`src/rtl/wb_word_adapter.sv`:
```
// wb_word_adapter
// Bridges 16-bit Wishbone classic word requests onto an 8-bit Wishbone
// byte port feeding the SPI SRAM controller. Each word is split into two
// big-endian byte cycles: the even byte carries bits 15:8 and the odd byte
// carries bits 7:0. A one-cycle strobe-low gap sits between the two byte
// cycles so the controller can re-arm its chip select.
//
// Optional feature: define WB_WORD_ADAPTER_CACHE_EN to add a one-entry,
// write-through, write-allocate word cache that answers repeated reads of
// the same word without touching the downstream port.

module wb_word_adapter (
    input  logic        clk_i,
    input  logic        rst_i,
    input  logic        cyc_i,
    input  logic        stb_i,
    input  logic [23:0] adr_i,
    input  logic        we_i,
    input  logic [15:0] dat_i,
    output logic        ack_o,
    output logic [15:0] dat_o,
    output logic        wbm_cyc_o,
    output logic        wbm_stb_o,
    output logic [23:0] wbm_adr_o,
    output logic        wbm_we_o,
    output logic [7:0]  wbm_dat_o,
    output logic [2:0]  wbm_cti_o,
    output logic [1:0]  wbm_bte_o,
    input  logic        wbm_ack_i,
    input  logic [7:0]  wbm_dat_i
);

    typedef enum logic [2:0] {
        IDLE,
        BYTE0,
        GAP,
        BYTE1,
        ACK
    } state_t;

    state_t      state;
    logic [22:0] adr_q;
    logic        we_q;
    logic [15:0] dat_q;
    logic        req;
    logic        hit;
    logic        unused_adr0;

    // The downstream port only ever issues classic single cycles.
    assign wbm_cti_o = 3'b000;
    assign wbm_bte_o = 2'b00;

    // The upstream port is word-addressed, so the byte-select bit is dropped.
    assign unused_adr0 = adr_i[0];

    assign req = cyc_i & stb_i;

`ifdef WB_WORD_ADAPTER_CACHE_EN
    logic        cache_valid;
    logic [22:0] cache_tag;
    logic [15:0] cache_data;

    // Only reads are answered from the cache; writes always go downstream.
    assign hit = cache_valid && (cache_tag == adr_i[23:1]) && !we_i;
`else
    assign hit = 1'b0;
`endif

    // Transfer sequencer: accepts a word, walks the two byte cycles with the
    // strobe gap between them, and drives every output from a register.
    always_ff @(posedge clk_i) begin
        if (rst_i) begin
            state     <= IDLE;
            adr_q     <= '0;
            we_q      <= 1'b0;
            dat_q     <= '0;
            ack_o     <= 1'b0;
            dat_o     <= '0;
            wbm_cyc_o <= 1'b0;
            wbm_stb_o <= 1'b0;
            wbm_adr_o <= '0;
            wbm_we_o  <= 1'b0;
            wbm_dat_o <= '0;
`ifdef WB_WORD_ADAPTER_CACHE_EN
            cache_valid <= 1'b0;
            cache_tag   <= '0;
            cache_data  <= '0;
`endif
        end else begin
            case (state)
                IDLE: begin
                    ack_o <= 1'b0;
                    if (req && !ack_o) begin
                        adr_q <= adr_i[23:1];
                        we_q  <= we_i;
                        dat_q <= dat_i;
`ifdef WB_WORD_ADAPTER_CACHE_EN
                        if (hit) begin
                            ack_o <= 1'b1;
                            dat_o <= cache_data;
                            state <= ACK;
                        end else begin
                            wbm_cyc_o <= 1'b1;
                            wbm_stb_o <= 1'b1;
                            wbm_adr_o <= {adr_i[23:1], 1'b0};
                            wbm_we_o  <= we_i;
                            wbm_dat_o <= dat_i[15:8];
                            state     <= BYTE0;
                        end
`else
                        if (!hit) begin
                            wbm_cyc_o <= 1'b1;
                            wbm_stb_o <= 1'b1;
                            wbm_adr_o <= {adr_i[23:1], 1'b0};
                            wbm_we_o  <= we_i;
                            wbm_dat_o <= dat_i[15:8];
                            state     <= BYTE0;
                        end
`endif
                    end
                end
                BYTE0: begin
                    if (!req) begin
                        wbm_cyc_o <= 1'b0;
                        wbm_stb_o <= 1'b0;
                        state     <= IDLE;
                    end else if (wbm_ack_i) begin
                        if (!we_q) begin
                            dat_o[15:8] <= wbm_dat_i;
                        end
                        wbm_cyc_o <= 1'b0;
                        wbm_stb_o <= 1'b0;
                        state     <= GAP;
                    end
                end
                GAP: begin
                    if (!req) begin
                        state <= IDLE;
                    end else begin
                        wbm_cyc_o <= 1'b1;
                        wbm_stb_o <= 1'b1;
                        wbm_adr_o <= {adr_q, 1'b1};
                        wbm_dat_o <= dat_q[7:0];
                        state     <= BYTE1;
                    end
                end
                BYTE1: begin
                    if (!req) begin
                        wbm_cyc_o <= 1'b0;
                        wbm_stb_o <= 1'b0;
                        state     <= IDLE;
                    end else if (wbm_ack_i) begin
                        if (!we_q) begin
                            dat_o[7:0] <= wbm_dat_i;
                        end
                        wbm_cyc_o <= 1'b0;
                        wbm_stb_o <= 1'b0;
                        ack_o     <= 1'b1;
                        state     <= ACK;
`ifdef WB_WORD_ADAPTER_CACHE_EN
                        cache_valid <= 1'b1;
                        cache_tag   <= adr_q;
                        cache_data  <= we_q ? dat_q : {dat_o[15:8], wbm_dat_i};
`endif
                    end
                end
                ACK: begin
                    ack_o <= 1'b0;
                    state <= IDLE;
                end
                default: begin
                    state <= IDLE;
                end
            endcase
        end
    end

endmodule
```
`config.mk`:
```
export PLATFORM = sky130hd
export DESIGN_NAME = wb_word_adapter
export DESIGN_NICKNAME = d
export VERILOG_FILES = /design/src/rtl/wb_word_adapter.sv
export SDC_FILE = /design/constraint.sdc
export NUM_CORES = 1
export LEC_CHECK = 0
export CORE_ASPECT_RATIO = 1.25
export CORE_UTILIZATION = 35
export CTS_BUF_LIST = sky130_fd_sc_hd__clkbuf_4 sky130_fd_sc_hd__clkbuf_8
export DETAILED_ROUTE_END_ITERATION = 6
export PLACE_DENSITY = 0.74
export SYNTH_ARGS = -nofsm -noshare
export SYNTH_HDL_FRONTEND = slang
export SYNTH_SLANG_ARGS = --single-unit
```
`constraint.sdc`:
```
create_clock -name clk_i -period 3.8 [get_ports clk_i]
set_input_delay 0.95 -clock clk_i [delete_from_list [all_inputs] [get_ports clk_i]]
set_output_delay 0.95 -clock clk_i [all_outputs]
set_load 0.01 [all_outputs]
```
==> results by group <==
STA
  • Least-Margin Pin Slew: 1090 ps
  • RSZ-0062 raised after global routing: false
  • Final period util: 67.6%
  • Fin crit period: 2570 ps
  • Final hold vios: 0
  • Setup TNS: 0 ps
  • Fin. max-slew vios: 0
  • Layout Skew: 6.65 ps
  • Peak Freq: 389 MHz
  • Slew margin rel.: 27.1%
  • Final setup vio count: 0

Drt
  • Drt drc: 0
  • Wirelength per Cell: 15.2 microns
  • Drt via density: 5.23
  • Post-Route WL: 9.19 mm
  • DR pass1 iterations: 4
  • ANT nets after route: 0
  • Via count: 3165
  • Starting DRT DRC Count: 150

Cells and area
  • Fillcell total: 1004
  • Layout Area Growth over Synthesis: 34.0%
  • Diodes inserted: 0
  • Layout cells sized above 1: 6.72%
  • Util after Layout: 48.1%
  • Layout Nets: 525

Floorplan
  • I/O pin cnt: 111
  • FP Rows: 41
  • DIE AREA: 10700 sq um
  • Placeable Area: 10100 sq um
  • Starting Density: 35.9%
  • Die H: 116 microns
  • Die Wd: 92.9 microns

Power
  • Leak: 1.89 nW
  • Worst vdd ir: 0.181 mV
  • Net Switching: 446 uW
  • Pwr Total: 1.79 mW
  • Pwr/cell area: 370 nW/um^2
  • Comb power frac: 13.6%
  • Sw frac: 24.9%
  • Clk pwr share: 33.2%
  • Sequential power share: 53.2%
  • Pint: 1.34 mW

Yosys
  • Number of synthesized register bits: 85
  • Top cell type by total area after synthesis: dfxtp_1
  • Top FF cell, synth: dfxtp_1
  • Number of flops mapped to enable cells by yosys: 0
  • Syn Area/Cell: 9.24 sq um
  • Share of the synthesized area in the top cell type: 47.1%
  • Synth unique cells: 28
  • Top-count cell post-synth: dfxtp_1
  • Syn. warnings: 0
  • Register area share after synthesis: 47.1%
  • Syn Inst Count: 391
  • Commonest cells in the synthesized netlist: 85 x dfxtp_1, 66 x a21oi_1, 47 x mux2i_1, 33 x nand3_1, 31 x a211oi_1
  • Top post-synthesis cells by area: dfxtp_1 47%, mux2i_1 13%, a21oi_1 9.1%
  • Post-Syn Area: 3610 sq um
  • Async S/R FF share, synth: 0%

Critical path
  • Reg2Reg Depth: 3
  • Worst EP required: 4020 ps
  • Worst R2R Setup Slack: 1850 ps
  • CP arrival: 2790 ps
  • Critical path class: input port to flip-flop
  • Critical Path End Type: flip-flop
  • RR Startpoint: state[0]$_SDFFE_PP0P_
  • CP endpoint: wbm_adr_o[5]$_SDFFE_PP0P_
  • Crit start category: input port
  • Crit path launch: stb_i
  • Crit-path max FO: 17
  • R2r endpoint: wbm_adr_o[21]$_SDFFE_PP0P_

Global route
  • Vias in the first global route: 3029
  • Total gr overflow: 0
  • GR Util met1: 20.8%
  • Initial antenna violation count: 0
  • Met2 Usage GRT: 30.6%
  • Gr busiest metal: met2
  • Total track usage: 17.5%
  • Largest net degree at the start of global routing: 66
  • Met3 Use GR: 3.28%
  • First-pass GRT wire length: 14.7 mm

Status
  • Status: finished clean

Placement
  • IO buf count: 104
  • DP HPWL: 5.90 mm
  • RePlAce Congestion: 0.708

Min path
  • Hold crit path type: flip-flop to flip-flop

Clocking
  • TritonCTS clock tree: done
  • TritonCTS buffer count: 9
  • Setup Buffers After CTS: 0
  • Clock sink count: 85
  • Worst-Skew Late Latency: 350 ps
  • Clk slew on worst S/H paths: 80 ps
  • H-tree levels: 3
  • Post-cts sizing count: 0
  • Max Buffers Root-to-Sink: 2
  • Clk root buf: clkbuf_8
  • CTS Hold Bufs: 0

Flow run
  • Number of max-cap violations: 0
critical path: stages:
cell and delay [ps]:
clkdlybuf4s50_1 540, and4bb_2 250, and2_1 580, buf_4 350, a211oi_1 110
final cells by class:
class,count,area (sq um),share of cell area [%]
multi-input cells,263,1700,35.2
flip-flops and latches,85,1700,35.2
repair buffers,111,1090,22.5
well taps,129,161,3.34
clock buffers,12,159,3.28
clock inverters,4,22.5,0.465
inverters,1,3.75,0.0776
worst min path at each step:
stage	endpoint	from	cells past startpoint
2_1_floorplan	adr_q[0]$_SDFFE_PP0P_	adr_q[0]$_SDFFE_PP0P_	2
3_3_place_gp	adr_q[5]$_SDFFE_PP0P_	adr_q[5]$_SDFFE_PP0P_	2
3_5_place_dp	adr_q[6]$_SDFFE_PP0P_	adr_q[6]$_SDFFE_PP0P_	2
4_1_cts	dat_q[5]$_SDFFE_PP0P_	dat_q[5]$_SDFFE_PP0P_	2
5_1_grt	dat_o[9]$_SDFFE_PP0P_	dat_o[9]$_SDFFE_PP0P_	2
6_report	dat_q[5]$_SDFFE_PP0P_	dat_q[5]$_SDFFE_PP0P_	2
power groups by stage:
stage	logic [mW]	registers, mW	clock network (mW)
2_1_floorplan	0.110	0.980	0
3_3_place_gp	0.240	0.971	0
3_5_place_dp	0.244	0.973	0
4_1_cts	0.245	0.952	0.614
5_1_grt	0.265	0.957	0.648
6_report	0.244	0.951	0.594
stage by stage:
stage / cell area (sq um) / cells / setup slack (ps) / hold WS, ps
6_report: 4840 / 605 / 1230 / 477
4_1_cts: 4840 / 605 / 1270 / 477
5_1_grt: 4840 / 605 / 1170 / 493
3_3_place_gp: 4660 / 589 / 929 / 459
2_1_floorplan: 3630 / 395 / 1900 / 453
3_5_place_dp: 4660 / 589 / 888 / 467
cell families (layout without fill, tap and decap cells):
kind of cell    Yosys count  count (layout)  share of synthesized area (%)
flops                    85              85                           47.1
mux                      47              47                           13.0
compound gates          133             133                           20.7
other cells               1               5                          0.104
buf+inv                  47             128                           6.30
simple gates             77              77                           12.5
xor+xnor                  1               1                          0.243
metal layers:
metal	vias to the layer above	part of all wire, %
met3	13	4.5
met1	1513	44
met2	74	50
met4	0	1.7
li1	1565	-
met5	-	0
flip-flops by register name (all words and copies together) (netlist names):
| register | count |
|---|---|
| dat_q | 8 |
| dat_o | 16 |
| wbm_stb_o | 1 |
| wbm_dat_o | 8 |
| state | 3 |
| wbm_adr_o | 24 |
| ack_o | 1 |
| adr_q | 23 |
| we_q | 1 |
layout by cell type, fill, tap and decap left out, types with 2 or more instances in the layout:
| cell type | count |
|---|---|
| a211oi_1 | 31 |
| a21oi_1 | 66 |
| buf_4 | 7 |
| clkbuf_8 | 11 |
| clkdlybuf4s50_1 | 103 |
| clkinv_2 | 3 |
| conb_1 | 5 |
| dfxtp_1 | 85 |
| mux2i_1 | 47 |
| nand2_1 | 3 |
| nand2b_1 | 25 |
| nand3_1 | 33 |
| nor4_1 | 3 |
| o21ai_0 | 30 |
| o21ai_1 | 5 |
| or2_2 | 2 |
No activity file was read; power rests on OpenSTA's default activity.
